## config.mk

```make
export PLATFORM = sky130hd
export DESIGN_NAME = shift_arbiter
export DESIGN_NICKNAME = d
export VERILOG_FILES = /design/src/rtl/shift_arbiter.sv
export SDC_FILE = /design/constraint.sdc
export NUM_CORES = 1
export LEC_CHECK = 0
export CAP_MARGIN = 10
export CORE_MARGIN = 10
export CORE_UTILIZATION = 49
export DETAILED_ROUTE_END_ITERATION = 6
export HOLD_SLACK_MARGIN = 0.08
export MAX_ROUTING_LAYER = met4
export PLACE_DENSITY = 0.82
export SKIP_LAST_GASP = 1
export SLEW_MARGIN = 20
export SYNTH_ARGS = -nofsm -noshare
export SYNTH_HDL_FRONTEND = slang
export SYNTH_SLANG_ARGS = --single-unit
```

## constraint.sdc

```tcl
create_clock -name clk -period 3.3 [get_ports clk]
set_clock_uncertainty 0.2 [all_clocks]
set_input_delay 0.99 -clock clk [delete_from_list [all_inputs] [get_ports clk]]
set_output_delay 0.99 -clock clk [all_outputs]
set_load 0.1 [all_outputs]
```

## src/rtl/shift_arbiter.sv

```systemverilog
// rtl/shift_arbiter.sv - two-requester arbiter for a pipelined shifter with tagged in-order result FIFO; define SHIFT_ARB_FIXED_PRIO_EN for fixed priority
module shift_arbiter #(
    parameter int SH_LAT    = 5,
    parameter int RES_DEPTH = 8
) (
    input  logic        clk,
    input  logic        rst,
    input  logic        req0_valid,
    output logic        req0_ready,
    input  logic [31:0] req0_data,
    input  logic [4:0]  req0_amt,
    input  logic        req0_rot,
    input  logic        req1_valid,
    output logic        req1_ready,
    input  logic [31:0] req1_data,
    input  logic [4:0]  req1_amt,
    input  logic        req1_rot,
    output logic [31:0] sh_in,
    output logic [4:0]  sh_sel,
    output logic        sh_rot,
    input  logic [31:0] sh_out,
    output logic        resp_valid,
    input  logic        resp_ready,
    output logic [31:0] resp_data,
    output logic        resp_tag
);

    localparam int PW = $clog2(RES_DEPTH);
    localparam int CW = PW + 1;
    localparam int OW = $clog2(SH_LAT + RES_DEPTH + 1);

    logic [SH_LAT-1:0]    vline;
    logic [SH_LAT-1:0]    tline;
    logic [31:0]          fifo_data [RES_DEPTH];
    logic [RES_DEPTH-1:0] fifo_tag;
    logic [PW-1:0]        wr_ptr;
    logic [PW-1:0]        rd_ptr;
    logic [CW-1:0]        count;
    logic [OW-1:0]        occ;
    logic                 can_issue;
    logic                 grant;
    logic                 winner;
    logic                 push;
    logic                 pop;
    logic                 full;

`ifndef SHIFT_ARB_FIXED_PRIO_EN
    logic rr;
`endif

    // Credits: every issued request owns a FIFO slot until it is popped
    always_comb begin
        occ = OW'(count);
        for (int i = 0; i < SH_LAT; i++) begin
            occ = occ + OW'(vline[i]);
        end
    end

    assign can_issue = (occ < OW'(RES_DEPTH));

    // Pick at most one requester per cycle, only when a result slot is free
    always_comb begin
        grant  = 1'b0;
        winner = 1'b0;
        if (can_issue) begin
            if (req0_valid && req1_valid) begin
                grant = 1'b1;
`ifdef SHIFT_ARB_FIXED_PRIO_EN
                winner = 1'b0;
`else
                winner = rr;
`endif
            end else if (req0_valid) begin
                grant  = 1'b1;
                winner = 1'b0;
            end else if (req1_valid) begin
                grant  = 1'b1;
                winner = 1'b1;
            end
        end
    end

    assign req0_ready = grant & ~winner;
    assign req1_ready = grant & winner;

    // Present the winner's operands to the shifter; idle cycles drive zeros
    always_comb begin
        sh_in  = '0;
        sh_sel = '0;
        sh_rot = 1'b0;
        if (grant) begin
            sh_in  = winner ? req1_data : req0_data;
            sh_sel = winner ? req1_amt  : req0_amt;
            sh_rot = winner ? req1_rot  : req0_rot;
        end
    end

`ifndef SHIFT_ARB_FIXED_PRIO_EN
    // After any grant the other requester gets first claim on the next tie
    always_ff @(posedge clk) begin
        if (rst) begin
            rr <= 1'b0;
        end else if (grant) begin
            rr <= ~winner;
        end
    end
`endif

    // Valid/tag delay line aligned with the shifter so its output is claimed exactly once
    always_ff @(posedge clk) begin
        if (rst) begin
            vline <= '0;
            tline <= '0;
        end else begin
            vline[0] <= grant;
            tline[0] <= winner;
            for (int i = 1; i < SH_LAT; i++) begin
                vline[i] <= vline[i-1];
                tline[i] <= tline[i-1];
            end
        end
    end

    assign push       = vline[SH_LAT-1];
    assign resp_valid = (count != '0);
    assign pop        = resp_valid & resp_ready;
    assign full       = (count == CW'(RES_DEPTH));
    assign resp_data  = resp_valid ? fifo_data[rd_ptr] : '0;
    assign resp_tag   = resp_valid ? fifo_tag[rd_ptr] : 1'b0;

    // Result storage; contents need no reset since count gates visibility
    always_ff @(posedge clk) begin
        if (push) begin
            fifo_data[wr_ptr] <= sh_out;
            fifo_tag[wr_ptr]  <= tline[SH_LAT-1];
        end
    end

    // FIFO pointers and count; push into a full FIFO without a pop cannot happen with credits
    always_ff @(posedge clk) begin
        if (rst) begin
            wr_ptr <= '0;
            rd_ptr <= '0;
            count  <= '0;
        end else begin
            assert (!(push && full && !pop));
            if (push) wr_ptr <= wr_ptr + PW'(1);
            if (pop)  rd_ptr <= rd_ptr + PW'(1);
            case ({push, pop})
                2'b10:   count <= count + CW'(1);
                2'b01:   count <= count - CW'(1);
                default: count <= count;
            endcase
        end
    end

endmodule

```

## Word-level counts from Yosys, hierarchy flattened

Memories as Yosys holds them, arrays and structs flattened. A register that Yosys moved wholly into a read port is not among the register bits.
Index checks and enable logic that the tools add are counted.

| cells by class | value |
|---|---|
| add/subtract/negate cells | 9 |
| multiply operators | 0 |
| divide/modulo/power cells | 0 |
| $lt $le $gt $ge | 4 |
| equality and inequality tests | 2 |
| shift operators | 0 |
| muxes and demuxes | 25 |
| bitwise gates (word level) | 4 |
| reductions and logical operators | 4 |

Operators by type and width:

| kind | number |
|---|---|
| 32-bit two-way mux | 3 |
| 4-bit by 1-bit adder with 4-bit output | 5 |
| 1-bit two-way mux | 14 |
| 5-bit two-way mux | 2 |
| 8-bit bitwise mux | 1 |
| 3-bit by 4-bit less-than comparator with 1-bit output, second input constant | 2 |
| 4-bit case mux with 2 select lines | 1 |
| 3-bit by 1-bit adder with 3-bit output, second input constant | 2 |
| 3-bit two-way mux | 2 |
| 4-bit by 1-bit adder with 4-bit output, second input constant | 1 |
| 4-bit less-than comparator, second input constant | 1 |
| 4-bit nonzero test | 1 |
| 4-bit by 1-bit subtractor with 4-bit output, second input constant | 1 |
| 1-bit AND | 3 |
| 1-bit binary-select mux with 3-bit select | 1 |
| 1-bit demux with 3-bit select | 1 |
| 3-bit by 1-bit greater-or-equal comparator with 1-bit output, second input constant | 1 |
| 2-bit by 1-bit == test with 1-bit output, second input constant | 1 |
| 2-bit == test, second input constant | 1 |
| 1-bit logical AND | 2 |
| 2-bit nonzero test | 1 |
| 1-bit NOT | 1 |

| storage, ports and cells | value |
|---|---|
| register bits | 29 |
| bits in latches | 0 |
| RAM bits | 256 |
| memory bits (read-only) | 0 |
| bits of input ports | 113 |
| output and inout bits | 74 |
| memories | 1 |

Memories:

| memory | depth | bits a word | rd ports | clocked after Yosys merged registers in | wr ports | line | text |
|---|---|---|---|---|---|---|---|
| fifo_data | 8 | 32 | 1 | 1 | 1 | 34 | `logic [31:0] fifo_data [RES_DEPTH];` |

## Depth between registers and ports, before layout

Gate-level depths: netlist of run 1.

| logic depth | value |
|---|---|
| depth in word-level cells | 9 |
| mapped depth | 11 |
| mapped depth without buffers | 10 |

## Worst setup path before layout of run 1

Ideal clock, no wire load.

| path | value |
|---|---|
| path type | register to output |
| start | register vline[0] |
| end | output port req0_ready |
| data arrival time | 4193 ps |
| data required time | 2110 ps |
| path slack | -2083 ps |
| stages on the path, launching flop included | 8 |
| buffers on the path | 0 |
| cells stage by stage | dfxtp_1 fa_1 fa_1 ha_1 a31o_1 a21oi_2 xnor2_1 a211oi_1 |

| between the ends | value |
|---|---|
| cells in the longest elaborated chain, start to end | 9 |

RTL lines:

| element | line | text |
|---|---|---|
| start, declared | 32 | `logic [SH_LAT-1:0] vline;` |
| start signal, assigned | 115 | `vline[0] <= grant;` |
| start signal, assigned by index | 118 | `vline[i] <= vline[i-1];` |
| 4-bit by 1-bit adder with 4-bit output (*) (5 in series) | 55 | `occ = occ + OW'(vline[i]);` |
| 4-bit less-than comparator (*) | 59 | `assign can_issue = (occ < OW'(RES_DEPTH));` |
| 1-bit two-way mux | 65 | `if (can_issue) begin` |
| 1-bit NOT | 83 | `assign req0_ready = grant & ~winner;` |
| 1-bit AND (*) | 83 |  |
| end, declared | 9 | `output logic req0_ready,` |

Mark *: on every way between the ends. The rest lies on a longest branch, timed or not.

## Worst setup path in the final report of run 1

| path | value |
|---|---|
| start | register vline[3] |
| end | output port sh_in[7] |

| between the ends | value |
|---|---|
| cells in the longest elaborated chain, start to end | 6 |

RTL lines:

| element | line | text |
|---|---|---|
| 4-bit by 1-bit adder with 4-bit output (*) (2 in series) | 55 |  |
| 4-bit less-than comparator (*) | 59 |  |
| 1-bit two-way mux | 65 |  |
| 32-bit two-way mux | 92 | `sh_in = winner ? req1_data : req0_data;` |
| 32-bit two-way mux (*) | 91 | `if (grant) begin` |
| end, declared | 18 | `output logic [31:0] sh_in,` |

Marks and branches as above.

==> results of run 1 <==
==> critical path, cell delays in order, from the launching register on <==
cell     delay, ns
dfxtp_2       0.32
fa_1          0.49
fa_2          0.37
ha_4          0.26
a31o_1        0.14
a21oi_2       0.05
buf_6         0.12
xnor2_4       0.29
buf_12        0.30
a21oi_4       0.06
buf_12        0.17
==> report_power, final <==
group / internal [mW] / switching, mW
Clock: 1.87 / 1.32
Combinational: 0.630 / 0.909
Sequential: 3.99 / 0.00937
==> worst paths after layout <==
path	from	to	slack [ns]
worst min-delay path	tline[1]$_SDFF_PP0_	tline[2]$_SDFF_PP0_	0.24
worst max register to register	vline[3]$_SDFF_PP0_	rr$_SDFFE_PP0P_	0.25
worst min register to register	tline[1]$_SDFF_PP0_	tline[2]$_SDFF_PP0_	0.24
worst max-delay path	vline[3]$_SDFF_PP0_	sh_in[7]	-1.05
==> kinds of logic after synthesis <==
kind of cell,count (synthesis),share of synthesized area [%]
DFF,288,70.8
and+or+nand+nor,158,7.24
AOI/OAI and AO/OA,48,2.16
buffers and inverters,51,2.30
muxes,102,15.6
adders and majority gates,11,1.35
xor gates and xnor gates,7,0.580
==> through the flow <==
step | area, sq um | setup slack [ns] | util (%)
final | 17200 | -1.05 | 72.5
after global routing | 17200 | -1.17 | 72.5
after CTS | 17100 | -1.12 | 72.4
after detailed placement | 15800 | -0.548 | 66.7
after global placement | 15800 | -0.524 | 66.7
after floorplan | 12400 | -0.728 | -
==> state kept, by name (all words and copies together) (netlist names), named ones only <==
signal and cells:
wr_ptr 3, count 4, fifo_tag 8, rd_ptr 3, tline 5, fifo_data 256, rr 1, vline 5
==> cell usage after synthesis <==
cell type        n  share of area (%)
xnor2_2          1               0.14
mux4_2          66                 13
buf_1            1              0.032
a21oi_2          1              0.074
dlygate4sd1_1    3               0.22
o31ai_1          1              0.063
and2_4           1              0.074
inv_1            4               0.13
a21oi_1         43                1.8
dfxtp_1         24                4.0
or4_1            1              0.063
a211oi_1         1              0.063
nand2b_1         6               0.32
o32ai_1          1              0.074
nor3_1           3               0.13
buf_6            7               0.66
xnor2_1          2               0.15
and3_1           1              0.053
nor2_1          53                1.7
buf_4            1              0.063
nor2b_1          8               0.42
fa_1             3               0.51
edfxtp_1       264                 67
buf_2            8               0.34
nand3_1         40                1.7
xor2_1           4               0.30
nor4_4           1               0.18
a31o_1           1              0.074
nor3_2           1              0.084
nand3b_1        38                2.4
inv_2            1              0.032
mux2i_1         36                3.0
nand2_1          5               0.16
ha_1             8               0.84
clkbuf_1        26               0.82
==> routing by layer <==
| layer | wire length (um) | track usage [%] | up-vias | share of wire, % |
|---|---|---|---|---|
| li1 | - | - | 3100 | - |
| met1 | 11900 | 23.9 | 3577 | 37 |
| met5 | 0 | - | - | 0 |
| met2 | 16800 | 36.9 | 385 | 52 |
| met3 | 2690 | 5.19 | 47 | 8.3 |
| met4 | 834 | 7.52 | 0 | 2.6 |
==> cell type report <==
class	count	area [sq um]	area share, %
Clock buffer	33	718	4.18
Tap cell	319	399	2.32
Sequential cell	288	8420	49.0
Clock inverter	17	205	1.19
Inverter	5	18.8	0.109
Timing Repair Buffer	247	3530	20.5
Antenna cell	2	5.00	0.0291
Multi-Input combinational cell	326	3890	22.6
==> repair_timing <==
| item | 4_1_cts | 5_1_grt |
|---|---|---|
| endpoints found under the hold margin | 0 | 0 |
| setup buffers | 15 | 3 |
| pin swaps | 5 | 9 |
| gates cloned | 5 | 1 |
| endpoints found under the setup margin | 72 | 73 |
| gates resized for setup | 26 | 15 |
==> results.md, run 1 <==
* Share of layout cells above drive strength 1 at 38.3%
* Max cap viols at 0
* Maximum number of pins on one net before global-route repair at 45
* Period utilisation layout at 132%
* Status: finished with violations
* Clock root buffer: clkbuf_16
* F_max at 230 MHz
* Peak supply drop at 0.000343 V
* DP HPWL at 19400 um
* Critical path type: flop to output pin
* Gpl congestion at 0.885
* Antenna-violating nets left at 0
* Post-synthesis sequential area ratio at 70.8%
* CP Launch Type: flop
* Final Max Tran Viols at 0
* Initial antenna violation count at 2
* Post-route setup slack at -1.05 ns
* Initial Util at 50.1%
* RSZ-0062 raised after global routing: true
* 1st-pass router iterations at 5
* TritonCTS clock tree: yes
* Placed insts at 1164
* Vias at 7109
* Mapped Area at 11900 sq um
* Mapped Nets at 789
* Critical Path RT at 2.11 ns
* Total power draw at 8.73 mW
* Die H at 176 um
* Hold Crit Class: flop to flop
* PortBufs at 186
* Hold WS at 0.239 ns
* Yosys cell types at 35
* Cts bufs inserted at 27
* Hold buffers post-CTS at 0
* Drt initial violations at 526
* Count of warnings emitted by yosys at 0
* Fill cell count at 1359
* Global-route wire length before repair at 48900 um
* R2R cell count at 11
* Final non-filler cell total at 1237
* Pwr Density at 508 nW/um^2
* Die area at 30900 sq um
* Final net count at 1019
* Hold depth at 1
* Num ports at 187
* Crit-path max FO at 21
* Max_slew headroom at 57.4%
* Final setup fails at 72
* Most common cell after layout, fill and taps aside: edfxtp_1
* Total gr overflow at 0
* Worst-Skew Late Latency at 0.55 ns
* Maximum buffer depth of the clock tree at 3
* DIE WIDTH at 176 um
* Crit. End Element: output pin
* Remaining DRCs at 0
* Global Route Usage Sum at 21.4%
* Mean post-synth cell area at 17.9 sq um
* Arr. time, crit path at 3.16 ns
* Clock transition at path regs at 0.06 ns
* H-tree levels at 1
* Commonest cells after routing, fill and taps aside: edfxtp_1 (264), clkdlybuf4s50_1 (112), buf_12 (102)
* CORE AREA at 23700 sq um
* #FFs+latches synth at 288
* Slew at the pin with the worst max-slew slack at 0.636 ns
* Layout overhead on the synthesized area at 44.7%
* Row Count at 56
* Leakage at 5.52 nW
* Fin crit period at 4.35 ns
* Vias in the first global route at 7966
* DRT Wirelength at 32200 um
* Setup_tns at -43.64 ns
* Clk sinks at 288
* Routed len/inst at 26.1 um
* Vias/cell at 5.75
* Failing checks: negative setup slack
* Mapped Cells at 665
* Final-report hold violation count at 0
No activity file was read; power rests on OpenSTA's default activity.
==> inputs of run 2 (changes only) <==
Settings changed: GPL_ROUTABILITY_DRIVEN set to 0.
==> results of run 2 <==
Same layout as run 1: the final DEF is identical, and so are final timing and power.
==> inputs of run 3 (changes only) <==
Settings changed: ABC_AREA set to 1, CTS_CLUSTER_SIZE set to 8.
==> run 3 against run 2 <==
Net effect: the flow finishes with violations (design-rule violations, negative setup slack); final cell count increased by 32%; fmax decreased by 1.5%; sequential power increased by 4%; combinational power increased to 7.4 times the previous value; synthesized area increased by 0.19%; via count increased by 43%; worst setup slack got worse by 0.065 ns; critical endpoint is now sh_in[28]; largest cell class unchanged; non-clock buffer count increased by 25; wire length increased by 39%.
==> results.md, run 3 <==
* Count of warnings emitted by yosys at 0 (unchanged)
* WHS Endpoint: tline[3]$_SDFF_PP0_
* Crit. End Element: output pin
* Row Count at 56 (unchanged)
* Hold buffers post-CTS at 0 (unchanged)
* Yosys cell types at 27 (-23%)
* Biggest regs: fifo_data: 256 flops, fifo_tag: 8 flops
* Mapped Area at 11900 sq um (+0.19%)
* TritonCTS clock tree: yes
* Layout overhead on the synthesized area at 57.9%
* Reg2reg start: count[1]$_SDFFE_PP0P_
* DP Area at 15900 sq um (+0.89%)
* Final setup fails at 70 (-2.8%)
* Period utilisation layout at 134% (+2.0 points)
* DP HPWL at 20200 um (+4.2%)
* Mean post-synth cell area at 11.4 sq um (-36%)
* Critical path type: flop to output pin
* Synth top area share at 66.6% (-0.13 points)
* Clk sinks at 288 (unchanged)
* Die area at 30900 sq um (+0.17%)
* Crit-path max FO at 8 (-62%)
* Hold depth at 2 (+1)
* Worst R2R Setup Slack at 0.47 ns (+0.22 ns)
* Max_slew headroom at 55.7% (-1.8 points)
* Mapped Nets at 1164 (+48%)
* Post-synth EDFFs at 264 (unchanged)
* Vias in the first global route at 9943 (+25%)
* Post-synth ARST share at 0% (unchanged)
* #FFs+latches synth at 288 (unchanged)
* Register area at 8420 sq um (about the same)
* Post-route setup slack at -1.12 ns (-0.0651 ns)
* Hold path start: tline[2]$_SDFF_PP0_
* Maximum number of pins on one net before global-route repair at 57 (+27%)
* Arr. time, crit path at 3.23 ns (+0.07 ns)
* Critical Path RT at 2.11 ns (about the same)
* Die H at 176 um (about the same)
* 1st-pass router iterations at 7 (+2)
* Leakage at 6.74 nW (+22%)
* Drt initial violations at 1665 (+220%)
* Hold Crit Class: flop to flop
* Cts bufs inserted at 41 (+52%)
* Largest area contributor in the netlist: edfxtp_1
* Clock transition at path regs at 0.05 ns (about the same)
* Final instance area at 18800 sq um (+9.4%)
* Routed len/inst at 27.3 um (+4.9%)
* Num ports at 187 (unchanged)
* CP Launch Type: flop
* R2R Path End: count[3]$_SDFFE_PP0P_
* Initial Util at 50.2% (+0.095 points)
* Global Route Usage Sum at 23.7% (+2.3 points)
* Total gr overflow at 0 (unchanged)
* Clock root buffer: clkbuf_16
* Synth top area cells: edfxtp_1 (67%), nor2_1 (7.9%), o21ai_0 (5.8%)
* Fin crit period at 4.42 ns (+0.0651 ns)
* Peak supply drop at 0.000890 V (+160%)
* Mapped Cells at 1040 (+56%)
* Slew at the pin with the worst max-slew slack at 0.663 ns (+0.0269 ns)
* Pwr Density at 1030 nW/um^2 (+100%)
* Final Max Tran Viols at 0 (unchanged)
* Global-route wire length before repair at 55300 um (+13%)
* Max cap viols at 0 (unchanged)
* Ys flop type: edfxtp_1
* Remaining DRCs at 1 (+1)
* Top-count cell post-synth: edfxtp_1
* R2R cell count at 13 (+2)
* Vias at 10100 (+43%)
* Worst-Skew Late Latency at 0.54 ns (about the same)
* Total power draw at 19.4 mW (+120%)
* DIE WIDTH at 176 um (about the same)
* Antenna-violating nets left at 0 (unchanged)
* Final net count at 1422 (+40%)
* H-tree levels at 2 (+1)
* Maximum buffer depth of the clock tree at 3 (unchanged)
* Commonest cells after routing, fill and taps aside: edfxtp_1 (264), nor2_1 (179), clkdlybuf4s50_1 (112)
* Final-report hold violation count at 0 (unchanged)
* Biggest register: fifo_data
* Number of flip-flops in the largest register at 256 (unchanged)
* Most common cell after layout, fill and taps aside: edfxtp_1
* Failing checks: design-rule violations, negative setup slack
* F_max at 226 MHz (-1.5%)
* Share of layout cells above drive strength 1 at 31.9% (-6.4 points)
* Synth cell count leaders: edfxtp_1 (264), nor2_1 (249), nand2_1 (168), o21ai_0 (139)
* Fill cell count at 1174 (-14%)
* DRT Wirelength at 44600 um (+39%)
* Vias/cell at 6.21 (+8.1%)
* RSZ-0062 raised after global routing: true
* Status: finished with violations
* PortBufs at 186 (unchanged)
* Multi-input gate area at 4540 sq um (+17%)
* Initial antenna violation count at 2 (unchanged)
* Post-synthesis sequential area ratio at 70.7% (-0.13 points)
* CORE AREA at 23700 sq um (unchanged)
[run 3: cell types whose count changed after synthesis, moves of 8 or more]
cell      delta
nor2_1     +196
nand2_1    +163
o21ai_0    +139
mux4_2      -66
nand3b_1    -38
mux2i_1     -36
nand3_1     -36
o211ai_1    +33
o22ai_1     +33
a21oi_1     -31
inv_1       +21
buf_4        +9
buf_2        +8
nor2b_1      -8
[run 3: per-stage QoR]
stage | hold slack (ns) | cells | setup TNS [ns] | worst slack, ns | util, %
2_1_floorplan | 0.188 | 1040 | -12.78 | -0.389 | -
3_3_place_gp | 0.188 | 1522 | -19.40 | -0.559 | 67.3
6_report | 0.200 | 1634 | -44.13 | -1.12 | 79.3
3_5_place_dp | 0.195 | 1522 | -21.09 | -0.601 | 67.3
4_1_cts | 0.201 | 1595 | -40.08 | -1.04 | 74.2
5_1_grt | 0.230 | 1634 | -49.88 | -1.21 | 79.3
[run 3: layout make-up]
class,count,area share (%)
Clock buffer,55,5.74
Timing Repair Buffer,272,21.8
Inverter,29,0.786
Multi-Input combinational cell,663,24.2
Clock inverter,3,0.320
Timing Repair inverter,3,0.180
Sequential cell,288,44.8
Antenna cell,2,0.0266
Tap cell,319,2.12
[run 3: cell families after synthesis]
logic type / count (synthesis) / synth area share [%]
flip-flops: 288 / 70.7
XOR/XNOR: 3 / 0.221
buffers and inverters: 89 / 3.51
adder cells (fa/ha/maj): 11 / 1.35
AND/OR/NAND/NOR: 429 / 13.8
AO/OA/AOI/OAI: 220 / 10.4
[run 3: critical path: stages (launching register included)]
cell and delay [ns]:
dfxtp_2 0.32, fa_1 0.49, fa_2 0.37, ha_4 0.17
a21oi_2 0.15, buf_4 0.14, nand3_4 0.09, a21oi_4 0.23
buf_12 0.16, clkbuf_16 0.17, nand2_2 0.11, nand2_8 0.10
buf_12 0.17
[run 3: metal layers]
metal / track usage [%] / wire (um) / vias to the layer above
met4: 8.72 / 2430 / 0
met1: 25.1 / 14000 / 4801
met3: 6.58 / 5900 / 202
met2: 41.4 / 22300 / 969
li1: - / - / 4177
met5: - / 0 / -
[run 3: what timing repair did]
action,CTS,global route
gates resized for setup,51,200
buffers inserted,8,14
gates cloned,7,24
setup endpoints to repair,69,72
pin swaps,6,96
[run 3: worst max-delay path by stage]
stage | end | slack [ns] | from | depth (start not counted)
5_1_grt | sh_in[28] | -1.21 | vline[0]$_SDFF_PP0_ | 14
3_3_place_gp | sh_in[27] | -0.56 | vline[3]$_SDFF_PP0_ | 15
4_1_cts | sh_in[29] | -1.04 | vline[0]$_SDFF_PP0_ | 13
6_report | sh_in[28] | -1.12 | vline[0]$_SDFF_PP0_ | 12
2_1_floorplan | sh_in[26] | -0.39 | vline[3]$_SDFF_PP0_ | 14
3_5_place_dp | sh_in[27] | -0.60 | vline[3]$_SDFF_PP0_ | 15
[run 3: power by group]
| group | internal, mW | leakage (nW) | total, mW | switching [mW] |
|---|---|---|---|---|
| Combinational | 4.13 | 3.62 | 11.4 | 7.22 |
| Clock | 2.28 | 0.551 | 3.93 | 1.65 |
| Sequential | 4.05 | 2.57 | 4.15 | 0.0983 |
| Total | 10.5 | 6.74 | 19.4 | 8.97 |
